`src/rtl/alarm_set_ctrl.sv`:
```
// ---------------------------------------------------------------------------
// alarm_set_ctrl
//
// Purpose:
//   User-interface sequencer for the alarm register. Turns the debounced
//   mode / increment button levels into single-cycle hours / minutes
//   increment strobes. Provides IDLE -> SET_HR -> SET_MIN -> IDLE mode
//   stepping, hold-to-auto-repeat, an inactivity timeout back to IDLE and a
//   display blink flag. All timing is counted in tick_1khz strobes.
//
// Ports:
//   sys_clk_i                system clock, all logic on its rising edge
//   rst_i                    synchronous active-high reset
//   tick_1khz_i              one-cycle timebase strobe
//   btn_mode_i               debounced mode button level, 1 = pressed
//   btn_inc_i                debounced increment button level, 1 = pressed
//   inc_alarm_hours_en_o     one-cycle hours-increment strobe (registered)
//   inc_alarm_minutes_en_o   one-cycle minutes-increment strobe (registered)
//   set_state_o              00 IDLE, 01 SET_HR, 10 SET_MIN
//   blink_o                  display blink phase, 0 in IDLE
//   alarm_armed_o            alarm enable flag
//
// Configuration macro:
//   ALARM_ARM_TOGGLE_EN  defined   -> increment presses in IDLE toggle
//                                      alarm_armed_o (reset value 0)
//                        undefined -> alarm_armed_o tied to 1, increment
//                                      presses in IDLE are ignored
// ---------------------------------------------------------------------------
module alarm_set_ctrl #(
  parameter int unsigned REPEAT_DELAY  = 500,
  parameter int unsigned REPEAT_RATE   = 150,
  parameter int unsigned TIMEOUT_TICKS = 10000,
  parameter int unsigned BLINK_TICKS   = 250
) (
  input  logic       sys_clk_i,
  input  logic       rst_i,
  input  logic       tick_1khz_i,
  input  logic       btn_mode_i,
  input  logic       btn_inc_i,
  output logic       inc_alarm_hours_en_o,
  output logic       inc_alarm_minutes_en_o,
  output logic [1:0] set_state_o,
  output logic       blink_o,
  output logic       alarm_armed_o
);

  typedef enum logic [1:0] {
    IDLE    = 2'b00,
    SET_HR  = 2'b01,
    SET_MIN = 2'b10
  } state_e;

  localparam logic [15:0] RptDelay   = 16'(REPEAT_DELAY);
  localparam logic [15:0] TimeoutLim = 16'(TIMEOUT_TICKS);
  localparam logic [15:0] BlinkLim   = 16'(BLINK_TICKS);
  // After an auto-repeat strobe the counter restarts part-way so that the
  // next strobe lands REPEAT_RATE ticks later; a rate not below the delay
  // simply restarts from zero.
  localparam logic [15:0] RptReload  = (REPEAT_DELAY > REPEAT_RATE) ?
                                       16'(REPEAT_DELAY - REPEAT_RATE) : 16'd0;

  state_e      state_q, state_d;
  logic        modePrev_q, incPrev_q;
  logic        hrStrobe_q, hrStrobe_d;
  logic        minStrobe_q, minStrobe_d;
  logic        blink_q, blink_d;
  logic [15:0] rptCnt_q, rptCnt_d;
  logic [15:0] toCnt_q, toCnt_d;
  logic [15:0] blinkCnt_q, blinkCnt_d;

  logic        riseMode, riseInc, inSet;
  logic [15:0] rptNext, toNext, blinkNext;
  logic        strobe, countBlink;

  // Previous-button registers clear on reset, so a button held across
  // reset is seen as a fresh press on the first cycle afterwards.
  assign riseMode  = btn_mode_i & ~modePrev_q;
  assign riseInc   = btn_inc_i & ~incPrev_q;
  assign inSet     = (state_q != IDLE);
  assign rptNext   = rptCnt_q + 16'd1;
  assign toNext    = toCnt_q + 16'd1;
  assign blinkNext = blinkCnt_q + 16'd1;

`ifdef ALARM_ARM_TOGGLE_EN
  logic armed_q, armed_d;
`endif

  // Next-state logic. Priority inside a cycle: a mode edge beats
  // everything, then an inc edge or auto-repeat strobe, then the timeout.
  // Whenever an edge or strobe clears a counter, a coincident tick is not
  // added to it.
  always_comb begin
    state_d     = state_q;
    hrStrobe_d  = 1'b0;
    minStrobe_d = 1'b0;
    blink_d     = blink_q;
    rptCnt_d    = rptCnt_q;
    toCnt_d     = toCnt_q;
    blinkCnt_d  = blinkCnt_q;
    strobe      = 1'b0;
    countBlink  = 1'b0;
`ifdef ALARM_ARM_TOGGLE_EN
    armed_d     = armed_q;
`endif

    if (riseMode) begin
      rptCnt_d = 16'd0;
      toCnt_d  = 16'd0;
      case (state_q)
        IDLE: begin
          state_d    = SET_HR;
          blink_d    = 1'b1;
          blinkCnt_d = 16'd0;
        end
        SET_HR: begin
          // blink phase carries over into SET_MIN
          state_d    = SET_MIN;
          countBlink = 1'b1;
        end
        default: begin
          state_d    = IDLE;
          blink_d    = 1'b0;
          blinkCnt_d = 16'd0;
        end
      endcase
    end else if (inSet) begin
      countBlink = 1'b1;
      if (riseInc) begin
        strobe   = 1'b1;
        rptCnt_d = 16'd0;
      end else if (btn_inc_i) begin
        if (tick_1khz_i) begin
          if (rptNext == RptDelay) begin
            strobe   = 1'b1;
            rptCnt_d = RptReload;
          end else begin
            rptCnt_d = rptNext;
          end
        end
      end else begin
        rptCnt_d = 16'd0;
      end

      if (strobe) begin
        toCnt_d = 16'd0;
      end else if (tick_1khz_i) begin
        if (toNext == TimeoutLim) begin
          state_d    = IDLE;
          rptCnt_d   = 16'd0;
          toCnt_d    = 16'd0;
          blinkCnt_d = 16'd0;
          blink_d    = 1'b0;
          countBlink = 1'b0;
        end else begin
          toCnt_d = toNext;
        end
      end
`ifdef ALARM_ARM_TOGGLE_EN
    end else if (riseInc) begin
      armed_d = ~armed_q;
`endif
    end

    if (countBlink && tick_1khz_i) begin
      if (blinkNext == BlinkLim) begin
        blink_d    = ~blink_q;
        blinkCnt_d = 16'd0;
      end else begin
        blinkCnt_d = blinkNext;
      end
    end

    hrStrobe_d  = strobe && (state_q == SET_HR);
    minStrobe_d = strobe && (state_q == SET_MIN);
  end

  // State and output registers with synchronous reset.
  always_ff @(posedge sys_clk_i) begin
    if (rst_i) begin
      state_q     <= IDLE;
      modePrev_q  <= 1'b0;
      incPrev_q   <= 1'b0;
      hrStrobe_q  <= 1'b0;
      minStrobe_q <= 1'b0;
      blink_q     <= 1'b0;
      rptCnt_q    <= 16'd0;
      toCnt_q     <= 16'd0;
      blinkCnt_q  <= 16'd0;
    end else begin
      state_q     <= state_d;
      modePrev_q  <= btn_mode_i;
      incPrev_q   <= btn_inc_i;
      hrStrobe_q  <= hrStrobe_d;
      minStrobe_q <= minStrobe_d;
      blink_q     <= blink_d;
      rptCnt_q    <= rptCnt_d;
      toCnt_q     <= toCnt_d;
      blinkCnt_q  <= blinkCnt_d;
    end
  end

`ifdef ALARM_ARM_TOGGLE_EN
  // Arm flag, toggled by increment presses while in IDLE.
  always_ff @(posedge sys_clk_i) begin
    if (rst_i) begin
      armed_q <= 1'b0;
    end else begin
      armed_q <= armed_d;
    end
  end

  assign alarm_armed_o = armed_q;
`else
  assign alarm_armed_o = 1'b1;
`endif

  assign inc_alarm_hours_en_o   = hrStrobe_q;
  assign inc_alarm_minutes_en_o = minStrobe_q;
  assign set_state_o            = state_q;
  assign blink_o                = blink_q;

endmodule
```
`config.mk`:
```
export PLATFORM = sky130hd
export DESIGN_NAME = alarm_set_ctrl
export DESIGN_NICKNAME = d
export VERILOG_FILES = /design/src/rtl/alarm_set_ctrl.sv
export SDC_FILE = /design/constraint.sdc
export NUM_CORES = 1
export LEC_CHECK = 0
export CORE_MARGIN = 4
export CORE_UTILIZATION = 50
export DETAILED_ROUTE_END_ITERATION = 7
export GPL_TIMING_DRIVEN = 0
export PLACE_DENSITY = 0.77
export SLEW_MARGIN = 20
export SYNTH_ARGS = -nofsm -noshare
export SYNTH_HDL_FRONTEND = slang
export SYNTH_SLANG_ARGS = --single-unit
export TNS_END_PERCENT = 100
```
`constraint.sdc`:
```
create_clock -name sys_clk_i -period 2.6 [get_ports sys_clk_i]
set_clock_uncertainty 0.15 [all_clocks]
set_input_delay 0.52 -clock sys_clk_i [delete_from_list [all_inputs] [get_ports sys_clk_i]]
set_output_delay 0.52 -clock sys_clk_i [all_outputs]
set_load 0.05 [all_outputs]
```
==> impl_metrics.ini, run 1 <==
[setup_path]
cp.required_ns = 2.66
start_kind = register
worstSetupPathType = register to register
cp_slowest_cell = a211oi_1
crit_chain = buf_6, nand4_4, o31ai_1, a221oi_2, nor4b_4, buf_4, a211oi_1, nand2b_1, a311oi_1
endpoint_kind = register
path_max_fanout = 10
cp.arrival_ns = 3.09
cp_top_family = compound AO/OA/AOI/OAI gates
reg2reg_slack_ns = -0.43
crit_buf_inv = 2
r2r-start = toCnt_q[5]$_SDFFE_PP0P_
critPathLaunch = toCnt_q[5]$_SDFFE_PP0P_
slowest_delay_ns = 0.59

[placement]
port_buffers = 9
dpl.hpwl_um = 6230
placed_cells_incl_taps = 562
gp_congestion = 0.907

[synthesis]
postSynthAreaPerCell_um2 = 8.12
syn-num-nets = 463
synth_async_sr_flop_share_pct = 0
yosysWarnings = 0
synth.area.top_cells = dfxtp_1 (30%), nand2_1 (5.8%), nand3_1 (4.2%)
synthCells = 454
synth_cell_types = 81
synth_enable_flop_cells = 0
synth_seq_area_share_pct = 29.9
yosysTopAreaCellShare_pct = 29.9
synth_top_area_cell = dfxtp_1
synth.most_common_cell = nand2_1
synth-seq-cells = 55
synth_area_um2 = 3690
ys.flop_type = dfxtp_1
synthTopCellsByCount = nand2_1 (57), dfxtp_1 (55), nand3_1 (31), nor2_1 (29), o21ai_0 (21)

[detailed_routing]
wl_per_cell_um = 22.1
firstDrtPassIters = 6
drcViolationCount = 0
vias = 4481
route.antenna.remaining_nets = 0
wl_um = 14300
avgViaCountPerCell = 6.96
drt_iter0_drc = 625

[cells_and_area]
nets = 553
drive_gt1_share_pct = 44.0
stdcell_count = 644
n_fill_cell = 433
syn2layout_area_growth_pct = 46.2
n_antenna_cell = 0

[run_status]
status = finished, violations left
violations = setup timing

[global_routing]
antenna_found_initial = 0
grt_usage_pct = 27.3
grt_start_max_net_pins = 18
overflow = 0
grt_pass1_wl_um = 19400
grt_pass1_vias = 3939

[timing]
fin_crit_ns = 3.03
setup_viol_count_final = 51
maxSlewViolCount = 0
max_freq_mhz = 330
layout_setup_ws_ns = -0.427
slew_headroom_pct = 35.3
fin_crit_sh_pct = 116
hold_viol = 0
worst_pin_slew_ns = 0.967
rsz0062_at_grt = yes

[pwr]
pwr-share-seq_pct = 50.0
p_switching_uw = 493
vdd_drop_max_v = 0.000340
clock_power_share_pct = 35.7
power.density_nw_per_um2 = 316
p_leak_uw = 0.00193
p_comb_share_pct = 14.2
switching_share_pct = 28.9
p_int_uw = 1210
power_uw = 1710

[clocking]
cts_max_level = 2
cts_made_buffers = 5
clk_pin_slew_ns = 0.11
hold_buffers = 0
cts_tree = done
clockBufferDepth = 2
cts.sinks = 55
cts-root-buf = clkbuf_8
clk-insertion-delay-late_ns = 0.33

[die]
initial_core_util_pct = 51.1
ioPinCount = 11
coreArea_um2 = 7210
die_h_um = 93.9
rows = 31
die_x_um = 93.9
die_area_um2 = 8810

[min_path]
hold_start = toCnt_q[13]$_SDFFE_PP0P_
hp-class = register to register

[flow_run]
cap_violations = 0
-- through the flow --
| step | util, % | hold slack [ns] | instance area (um^2) | setup WS [ns] | setup TNS [ns] |
|---|---|---|---|---|---|
| floorplan | - | 0.311 | 3730 | -0.00977 | -0.00977 |
| global placement | 54.6 | 0.333 | 3940 | -0.614 | -14.81 |
| detailed placement | 54.6 | 0.346 | 3940 | -0.617 | -16.58 |
| CTS | 69.3 | 0.357 | 5000 | -0.151 | -1.41 |
| global route | 74.7 | 0.395 | 5390 | -0.459 | -11.79 |
| finish | 74.7 | 0.365 | 5390 | -0.427 | -8.53 |
-- power by group through the flow --
stage	logic (uW)	clock network, uW	registers, uW
floorplan	97.6	0	888
global placement	156	0	878
detailed placement	159	0	878
CTS	191	598	851
global route	251	627	854
finish	242	610	853
-- path summary, 6_finish.rpt --
kind                               to  cells after the start
min          toCnt_q[13]$_SDFFE_PP0P_                      2
max reg2reg  toCnt_q[11]$_SDFFE_PP0P_                      9
min reg2reg  toCnt_q[13]$_SDFFE_PP0P_                      2
max          toCnt_q[11]$_SDFFE_PP0P_                      9
-- worst reg2reg max path, cell delays in order (launching register included) --
cell	delay [ns]
dfxtp_1	0.38
buf_6	0.18
nand4_4	0.15
o31ai_1	0.48
a221oi_2	0.18
nor4b_4	0.18
buf_4	0.17
a211oi_1	0.60
nand2b_1	0.14
a311oi_1	0.31
-- layout by cell type (no fill, tap or decap), drive strengths merged, types with 4 or more instances in the layout --
master / n
buf: 94
nand2: 58
dfxtp: 55
nand3: 35
nor2: 29
o21ai: 23
a31oi: 18
nor4: 17
nand4: 16
nor3: 14
a21oi: 13
inv: 10
clkdlybuf4s50: 9
and3: 9
clkbuf: 9
xnor2: 9
nand2b: 8
a21o: 7
nor2b: 7
a311oi: 6
o22ai: 6
and4: 6
or3: 6
mux2i: 5
nand3b: 4
xor2: 4
or4: 4
and2: 4
ha: 4
nor3b: 4
-- repair_timing --
action	CTS	global route
gates cloned	2	1
gates resized for setup	103	82
buffers inserted	67	15
endpoints found under the setup margin	51	53
pin swaps	42	50
-- kinds of logic (layout without fill, tap and decap cells) --
group / Yosys count / after routing / synth area share [%]
simple gates: 228 / 229 / 36.7
compound gates: 110 / 111 / 21.7
flops: 55 / 55 / 29.9
buf+inv: 36 / 125 / 5.16
xor+xnor: 13 / 13 / 3.09
mux: 7 / 7 / 2.07
fa+ha+maj: 4 / 4 / 1.36
other cells: 1 / 1 / 0.102
-- flip-flops by register name (all words and copies together) (netlist names) --
name / cells
incPrev_q: 1
inc_alarm_minutes_en_o: 1
blinkCnt_q: 16
set_state_o: 2
inc_alarm_hours_en_o: 1
rptCnt_q: 16
toCnt_q: 16
modePrev_q: 1
blink_o: 1
-- area by class of cell --
type | instances | area, um^2 | share of cell area (%)
repair buffers | 89 | 783 | 14.5
well taps | 99 | 124 | 2.30
clock buffers | 5 | 68.8 | 1.28
flip-flops and latches | 55 | 1160 | 21.5
plain buffers | 18 | 158 | 2.93
multi-input cells | 365 | 3020 | 56.0
clock inverters | 3 | 43.8 | 0.813
inverters | 10 | 37.5 | 0.697
-- per-layer routing --
metal	wire (um)	global-route usage [%]
met5	0	0
met4	1010	16.7
met3	1260	4.33
met2	6720	45.8
met1	5260	32.4
Power figures use the tool's default switching activity.
==> inputs of run 2 (changes only) <==
--- a/config.mk
+++ b/config.mk
@@ -6,10 +6,10 @@
 export NUM_CORES = 1
 export LEC_CHECK = 0
 export CORE_MARGIN = 4
-export CORE_UTILIZATION = 50
+export CORE_UTILIZATION = 32
 export DETAILED_ROUTE_END_ITERATION = 7
 export GPL_TIMING_DRIVEN = 0
-export PLACE_DENSITY = 0.77
+export PLACE_DENSITY = 0.56
 export SLEW_MARGIN = 20
 export SYNTH_ARGS = -nofsm -noshare
 export SYNTH_HDL_FRONTEND = slang
==> impl_metrics.ini, run 2 (synthesis results as in run 1) <==
[run_status]
status = finished, violations left
violations = setup timing

[clocking]
cts_max_level = 2
cts-root-buf = clkbuf_16
clk_pin_slew_ns = 0.07
cts_made_buffers = 5
clockBufferDepth = 2
cts.sinks = 55
clk-insertion-delay-late_ns = 0.30
cts_tree = done
hold_buffers = 0

[global_routing]
grt_pass1_vias = 3558
grt_start_max_net_pins = 18
antenna_found_initial = 0
grt_usage_pct = 16.0
grt_pass1_wl_um = 17600
overflow = 0

[timing]
rsz0062_at_grt = yes
setup_tns_ns = -0.668
slew_headroom_pct = 49.9
fin_crit_ns = 2.69
maxSlewViolCount = 0
max_freq_mhz = 372
setup_viol_count_final = 17
hold_viol = 0
holdWs_ns = 0.354
fin_crit_sh_pct = 103
layout_setup_ws_ns = -0.0881
worst_pin_slew_ns = 0.749

[min_path]
hp-class = register to register

[die]
rows = 38
die_x_um = 115
coreArea_um2 = 11100
die_area_um2 = 13300
ioPinCount = 11
initial_core_util_pct = 33.3
die_h_um = 115

[setup_path]
cp.required_ns = 2.68
worstSetupPathType = register to register
cp.arrival_ns = 2.77
endpoint_kind = register
path_max_fanout = 6
start_kind = register

[cells_and_area]
top_regs = blinkCnt_q x16, rptCnt_q x16, toCnt_q x16
final_cell_mix = nand2_1 (56), buf_4 (45), dfxtp_1 (30), nand3_1 (26), nor2_1 (25)
syn2layout_area_growth_pct = 40.4
n_fill_cell = 1031
drive_gt1_share_pct = 39.2
design_area_um2 = 5170
nets = 528
stdcell_count = 660
n_antenna_cell = 0
final_common_cell = nand2_1

[flow_run]
cap_violations = 0

[detailed_routing]
wl_um = 11000
avgViaCountPerCell = 5.76
firstDrtPassIters = 4
drcViolationCount = 0
wl_per_cell_um = 16.6
vias = 3804
drt_iter0_drc = 309
route.antenna.remaining_nets = 0

[pwr]
vdd_drop_max_v = 0.000244
power.density_nw_per_um2 = 339
power_uw = 1750
p_leak_uw = 0.00180

[placement]
port_buffers = 9
gp_congestion = 0.843
dpl.hpwl_um = 6730
placed_cells_incl_taps = 603
placed_area_um2 = 3990
-- run 2: worst paths after layout --
check / cells after the start / slack (ns) / end / start
min: 2 / 0.35 / toCnt_q[13]$_SDFFE_PP0P_ / toCnt_q[13]$_SDFFE_PP0P_
min reg2reg: 2 / 0.35 / toCnt_q[13]$_SDFFE_PP0P_ / toCnt_q[13]$_SDFFE_PP0P_
max reg2reg: 10 / -0.09 / rptCnt_q[7]$_SDFFE_PP0N_ / toCnt_q[5]$_SDFFE_PP0P_
max: 10 / -0.09 / rptCnt_q[7]$_SDFFE_PP0N_ / toCnt_q[5]$_SDFFE_PP0P_
-- run 2: timing repair --
item	CTS	global route
pin swaps	30	29
cloned	0	1
setup buffers	41	14
resized for setup	94	66
setup endpoints to repair	51	52
-- run 2: through the flow --
| stage | worst slack (ns) | utilization (%) |
|---|---|---|
| 2_1_floorplan | -0.00977 | - |
| 3_3_place_gp | -0.645 | 36.0 |
| 3_5_place_dp | -0.625 | 36.0 |
| 4_1_cts | -0.153 | 43.7 |
| 5_1_grt | -0.191 | 46.7 |
| 6_report | -0.0881 | 46.7 |
-- run 2: layout make-up --
type | count | area (um^2) | share of cell area [%]
plain buffers | 19 | 168 | 3.24
flip-flops and latches | 55 | 1160 | 22.4
inverters | 10 | 40.0 | 0.774
repair buffers | 64 | 573 | 11.1
clock buffers | 5 | 125 | 2.42
well taps | 140 | 175 | 3.39
multi-input cells | 364 | 2920 | 56.4
clock inverters | 3 | 18.8 | 0.363
-- run 2: power by group --
group          internal [uW]  switching, uW
Sequential               841           9.51
Combinational           75.3            138
Clock                    359            330
Total                   1270            477
-- run 2: routing by layer --
| layer | GRT usage, % | up-vias | share of wire (%) |
|---|---|---|---|
| li1 | - | 1844 | - |
| met1 | 21.6 | 1862 | 46 |
| met2 | 25.9 | 84 | 48 |
| met3 | 2.47 | 14 | 4.9 |
| met4 | 5.48 | 0 | 1.4 |
| met5 | 0 | - | 0 |
-- run 2: critical path, stage by stage (launching register included) --
cell     delay (ns)
dfxtp_2        0.32
buf_6          0.11
nand4_4        0.15
nor4_4         0.38
mux2_4         0.36
nand2_4        0.07
nor4b_4        0.04
buf_6          0.15
a211o_4        0.36
or4_4          0.42
a21oi_2        0.12
